`src/rtl/shift_reg_pkg.sv`:
```
// Shared types and constants for the shift-register serializer/deserializer family.
package shift_reg_pkg;

    localparam int unsigned REG_WIDTH = 4;

    localparam logic SR_DIR_RIGHT = 1'b1;
    localparam logic SR_DIR_LEFT  = 1'b0;

    typedef enum logic [1:0] {
        SR_IDLE,
        SR_SHIFT,
        SR_DONE
    } sr_state_t;

endpackage

```
`src/rtl/sr_bit_counter.sv`:
```
// Bit counter with clear, load and terminal-count flag; saturates at TC_VAL, never wraps.
module sr_bit_counter #(
    parameter int unsigned CW     = 3,
    parameter int unsigned TC_VAL = 3
) (
    input  logic          clk1,
    input  logic          rst_n,
    input  logic          clr,
    input  logic          load,
    input  logic [CW-1:0] load_val,
    input  logic          en,
    output logic [CW-1:0] cnt,
    output logic          tc
);

    always_ff @(posedge clk1 or negedge rst_n) begin
        if (!rst_n) begin
            cnt <= '0;
        end else if (clr) begin
            cnt <= '0;
        end else if (load) begin
            cnt <= load_val;
        end else if (en && !tc) begin
            cnt <= cnt + CW'(1);
        end
    end

    assign tc = (cnt == CW'(TC_VAL));

endmodule

```
`src/rtl/shift_reg_serializer.sv`:
```
// Parallel-to-serial feeder for the 4-bit left/right shift register.
// Optional trailing even-parity bit: define SERIALIZER_PARITY_EN.
module shift_reg_serializer
    import shift_reg_pkg::*;
#(
    parameter int unsigned WIDTH    = REG_WIDTH,
    parameter logic        IDLE_BIT = 1'b0
) (
    input  logic             clk1,
    input  logic             rst_n,
    input  logic             load_valid,
    output logic             load_ready,
    input  logic [WIDTH-1:0] load_data,
    input  logic             load_dir,
    input  logic             abort,
    output logic             ser_out,
    output logic             dir_out,
    output logic             busy,
    output logic             frame_done
);

`ifdef SERIALIZER_PARITY_EN
    localparam int unsigned FRAME_LEN = WIDTH + 1;
`else
    localparam int unsigned FRAME_LEN = WIDTH;
`endif
    localparam int unsigned CW = $clog2(FRAME_LEN + 1);

    sr_state_t            state, state_d;
    logic [FRAME_LEN-1:0] frame, frame_d;
    logic                 accept;
    logic [CW-1:0]        cnt;
    logic                 tc;
    logic                 cnt_clr;
    logic                 cnt_en;
    logic                 ser_d, dir_d, ready_d, busy_d, done_d;

    // Frame is stored in transmit order: MSB of the vector is the next bit on the wire.
    function automatic logic [FRAME_LEN-1:0] build_frame(input logic [WIDTH-1:0] data,
                                                         input logic             dir);
        logic [FRAME_LEN-1:0] f;
        f = '0;
        for (int unsigned i = 0; i < WIDTH; i++) begin
            if (dir == SR_DIR_RIGHT)
                f[FRAME_LEN-1-i] = data[WIDTH-1-i];
            else
                f[FRAME_LEN-1-i] = data[i];
        end
`ifdef SERIALIZER_PARITY_EN
        f[0] = ^data;
`endif
        return f;
    endfunction

    assign accept = (state == SR_IDLE) && load_valid && !abort;

    always_ff @(posedge clk1 or negedge rst_n) begin
        if (!rst_n) begin
            state      <= SR_IDLE;
            frame      <= '0;
            ser_out    <= IDLE_BIT;
            dir_out    <= SR_DIR_LEFT;
            load_ready <= 1'b1;
            busy       <= 1'b0;
            frame_done <= 1'b0;
        end else begin
            state      <= state_d;
            frame      <= frame_d;
            ser_out    <= ser_d;
            dir_out    <= dir_d;
            load_ready <= ready_d;
            busy       <= busy_d;
            frame_done <= done_d;
        end
    end

    always_comb begin
        state_d = state;
        unique case (state)
            SR_IDLE:  if (accept) state_d = SR_SHIFT;
            SR_SHIFT: begin
                if (abort)   state_d = SR_IDLE;
                else if (tc) state_d = SR_DONE;
            end
            SR_DONE:  state_d = SR_IDLE;
            default:  state_d = SR_IDLE;
        endcase
    end

    // Outputs are computed from the next state so that every output is a flop.
    always_comb begin
        frame_d = frame;
        if (accept)
            frame_d = build_frame(load_data, load_dir);
        else if (state == SR_SHIFT)
            frame_d = frame << 1;

        ser_d   = (state_d == SR_SHIFT) ? frame_d[FRAME_LEN-1] : IDLE_BIT;
        dir_d   = accept ? load_dir : dir_out;
        ready_d = (state_d == SR_IDLE);
        busy_d  = (state_d != SR_IDLE);
        done_d  = (state_d == SR_DONE);
    end

    assign cnt_clr = (state_d != SR_SHIFT);
    assign cnt_en  = (state == SR_SHIFT);

    sr_bit_counter #(
        .CW     (CW),
        .TC_VAL (FRAME_LEN - 1)
    ) u_cnt (
        .clk1     (clk1),
        .rst_n    (rst_n),
        .clr      (cnt_clr),
        .load     (accept),
        .load_val ('0),
        .en       (cnt_en),
        .cnt      (cnt),
        .tc       (tc)
    );

endmodule
```
`config.mk`:
```
export PLATFORM = sky130hd
export DESIGN_NAME = shift_reg_serializer
export DESIGN_NICKNAME = d
export VERILOG_FILES = /design/src/rtl/shift_reg_pkg.sv /design/src/rtl/sr_bit_counter.sv /design/src/rtl/shift_reg_serializer.sv
export SDC_FILE = /design/constraint.sdc
export NUM_CORES = 1
export LEC_CHECK = 0
export CAP_MARGIN = 20
export CORE_MARGIN = 2
export CORE_UTILIZATION = 35
export CTS_CLUSTER_SIZE = 12
export DETAILED_ROUTE_END_ITERATION = 6
export GPL_ROUTABILITY_DRIVEN = 1
export HOLD_SLACK_MARGIN = 0.15
export MAX_ROUTING_LAYER = met4
export SYNTH_ARGS = -nofsm -noshare
export SYNTH_HDL_FRONTEND = slang
export SYNTH_SLANG_ARGS = --single-unit
```
`constraint.sdc`:
```
create_clock -name clk1 -period 2.5 [get_ports clk1]
set_clock_uncertainty 0.15 [all_clocks]
set_input_delay 0.5 -clock clk1 [delete_from_list [all_inputs] [get_ports clk1]]
set_output_delay 0.5 -clock clk1 [all_outputs]
set_load 0.01 [all_outputs]
```
==> impl_metrics.json <==
{
  "grt_pass1_wl_um": 1538,
  "clock_path_buffers": 2,
  "synth_cell_types": 23,
  "grt_max_degree": 14,
  "fmax_mhz": 495.9,
  "synth_area_um2": 561.8,
  "boundaryPins": 14,
  "synthesis.nets": 56,
  "cts_max_level": 1,
  "ys_seq_area_share_pct": 58.13,
  "critical_path.max_stage_delay_ps": 610,
  "cts_buffers": 3,
  "cts_resized": 0,
  "path_max_fanout": 8,
  "core_area_mm2": 0.001506,
  "crit_chain": "clkdlybuf4s50_1 -> or4b_4 -> and2_4 -> a221o_1",
  "synth-main-ff-cell": "dfrtp_1",
  "num-fill-cells": 148,
  "syn_to_final_growth_pct": 28.73,
  "ant_nets": 0,
  "tns_ps": 0,
  "fin_crit_sh_pct": 80.66,
  "use_met3_pct": 6.122,
  "finalHoldViolCount": 0,
  "leakagePower_nw": 0.3448,
  "setup_violations": 0,
  "grt_setup_unrepaired": "no",
  "die_h_um": 44.07,
  "yosysWarnings": 0,
  "clkLatencyLatePin_ps": 270,
  "port_buffers": 13,
  "grt_pass1_vias": 357,
  "crit_slowest_cell": "or4b_4",
  "post_drt_via_cell_ratio": 4.829,
  "route.detailed.drc": 0,
  "max_cap_violations": 0,
  "first_iter_violations": 0,
  "globalRouteTotalUtil_pct": 11.95,
  "seqCellArea_um2": 326.6,
  "antenna_found_initial": 0,
  "worst_pin_slew_ps": 574.0,
  "vias": 367,
  "ctsHoldBuffers": 0,
  "overflow": 0,
  "synthArstFlopShare_pct": 100.0,
  "drive_gt1_share_pct": 13.33,
  "p_per_area_mw_per_mm2": 620.3,
  "cts_tree": "built",
  "grt_util_met1_pct": 12.63,
  "slew_headroom_pct": 61.61,
  "post_cts_buffers": 0,
  "outcome": "finished clean",
  "gp_congestion": 0.6669,
  "vdd_drop_max_mv": 0.2937,
  "start_util_pct": 37.29,
  "use_met2_pct": 17.65,
  "endpoint_kind": "register",
  "finalPower_w": 0.0004486,
  "die_w_um": 44.07,
  "crit_type": "in -> reg",
  "wire_per_inst_um": 12.21,
  "fin_crit_ps": 2017,
  "dp_hpwl_um": 705.6,
  "placed_cells": 72,
  "die_area_mm2": 0.001942,
  "cts_sinks": 13,
  "drt_wl_total_um": 928,
  "stdcell_count": 76,
  "synth_cells": 45,
  "worstPathRequired_ps": 2500,
  "diodes": 0,
  "critPathLaunchType": "input port",
  "crit_arrival_ps": 2020,
  "clkTransAtPathRegs_ps": 70,
  "nets": 72,
  "top_usage_layer": "met2",
  "rows": 14,
  "final_max_slew_viol_count": 0,
  "cts-root-buf": "clkbuf_4",
  "synth_edf_count": 0,
  "multi_input_area_um2": 212.7,
  "syn_avg_cell_area_um2": 12.48,
  "first_pass_iters": 1,
  "ys_seq_elements": 13,
  "hold_class": "reg -> reg"
}
==> flip-flops by register name, indices dropped and copies added (netlist names) <==
register	cells
frame_done	1
load_ready	1
frame	3
busy	1
state	2
ser_out	1
u_cnt.cnt	3
dir_out	1
==> path summary, 6_finish.rpt <==
check / startpoint / to / slack, ps / depth (start not counted)
hold reg to reg: u_cnt.cnt[0] / u_cnt.cnt[0] / 290 / 1
max in group asynchronous: rst_n / load_ready / 1380 / 1
min in group asynchronous: rst_n / state[0] / 440 / 1
hold / removal: u_cnt.cnt[0] / u_cnt.cnt[0] / 290 / 1
setup / recovery: abort / frame[1] / 480 / 4
setup reg to reg: state[0] / frame[1] / 770 / 3
==> routing by layer <==
layer | routed length (um) | share of wire, %
met4 | 19 | 2.0
met1 | 430 | 46
met2 | 435 | 47
met3 | 42 | 4.5
met5 | 0 | 0
==> report_power, final <==
group	internal (W)	switching, W	total (W)
clock	0.0000619	0.0000623	0.000124
sequential	0.000233	0.0000123	0.000245
combinational	0.0000482	0.0000313	0.0000794
total	0.000343	0.000106	0.000449
==> synth_stat cells, types with 2 or more instances <==
cell,n,area [um2]
nor2_1,5,18.77
dfrtp_1,12,300.3
a221o_1,2,20.02
and3_1,2,12.51
ha_1,2,25.02
inv_1,2,7.510
mux2i_1,4,40.04
==> placed cells by master, fill, tap and decap left out, drive strengths merged <==
cell	synthesis	routed
clkdlybuf4s50	0	13
dfrtp	12	12
nor2	5	5
mux2i	4	4
clkbuf	1	4
inv	2	2
and3	2	2
a221o	2	2
ha	2	2
and2	2	2
or4b	1	1
or2b	1	1
or3	1	1
nand2	1	1
o21a	1	1
nor2b	1	1
nor3	1	1
o2bb2ai	1	1
mux2	1	1
nand3	1	1
o21ai	1	1
dfstp	1	1
==> per-stage QoR <==
stage / setup slack, ps / hold slack, ps / util, % / instance area [um2]
floorplan: 668.2 / 54.41 / - / 561.8
global placement: 224.8 / 273.1 / 46.26 / 696.9
detailed placement: 195.6 / 276.1 / 46.26 / 696.9
CTS: 486.7 / 287.0 / 48.01 / 723.2
global route: 454.0 / 300.1 / 48.01 / 723.2
finish: 483.4 / 287.2 / 48.01 / 723.2
==> worst max-delay path, delay by kind of cell <==
family	cells	cell delay [ps]
buf+inv	1	460
compound gates	1	290
simple gates	2	780
==> layout make-up <==
type,instances,area share (%)
Multi-Input combinational cell,28,29.41
Clock buffer,4,3.633
Timing Repair Buffer,13,17.99
Sequential cell,13,45.16
Tap cell,16,2.768
Inverter,2,1.038
==> logic make-up after synthesis <==
family | synth area share (%)
multiplexers | 9.132
adder cells (fa/ha/maj) | 4.454
AND/OR/NAND/NOR | 16.93
flip-flops | 58.13
buffers and inverters | 4.009
AO/OA/AOI/OAI | 7.350
Note: power is estimated with default switching activity, not from simulation.
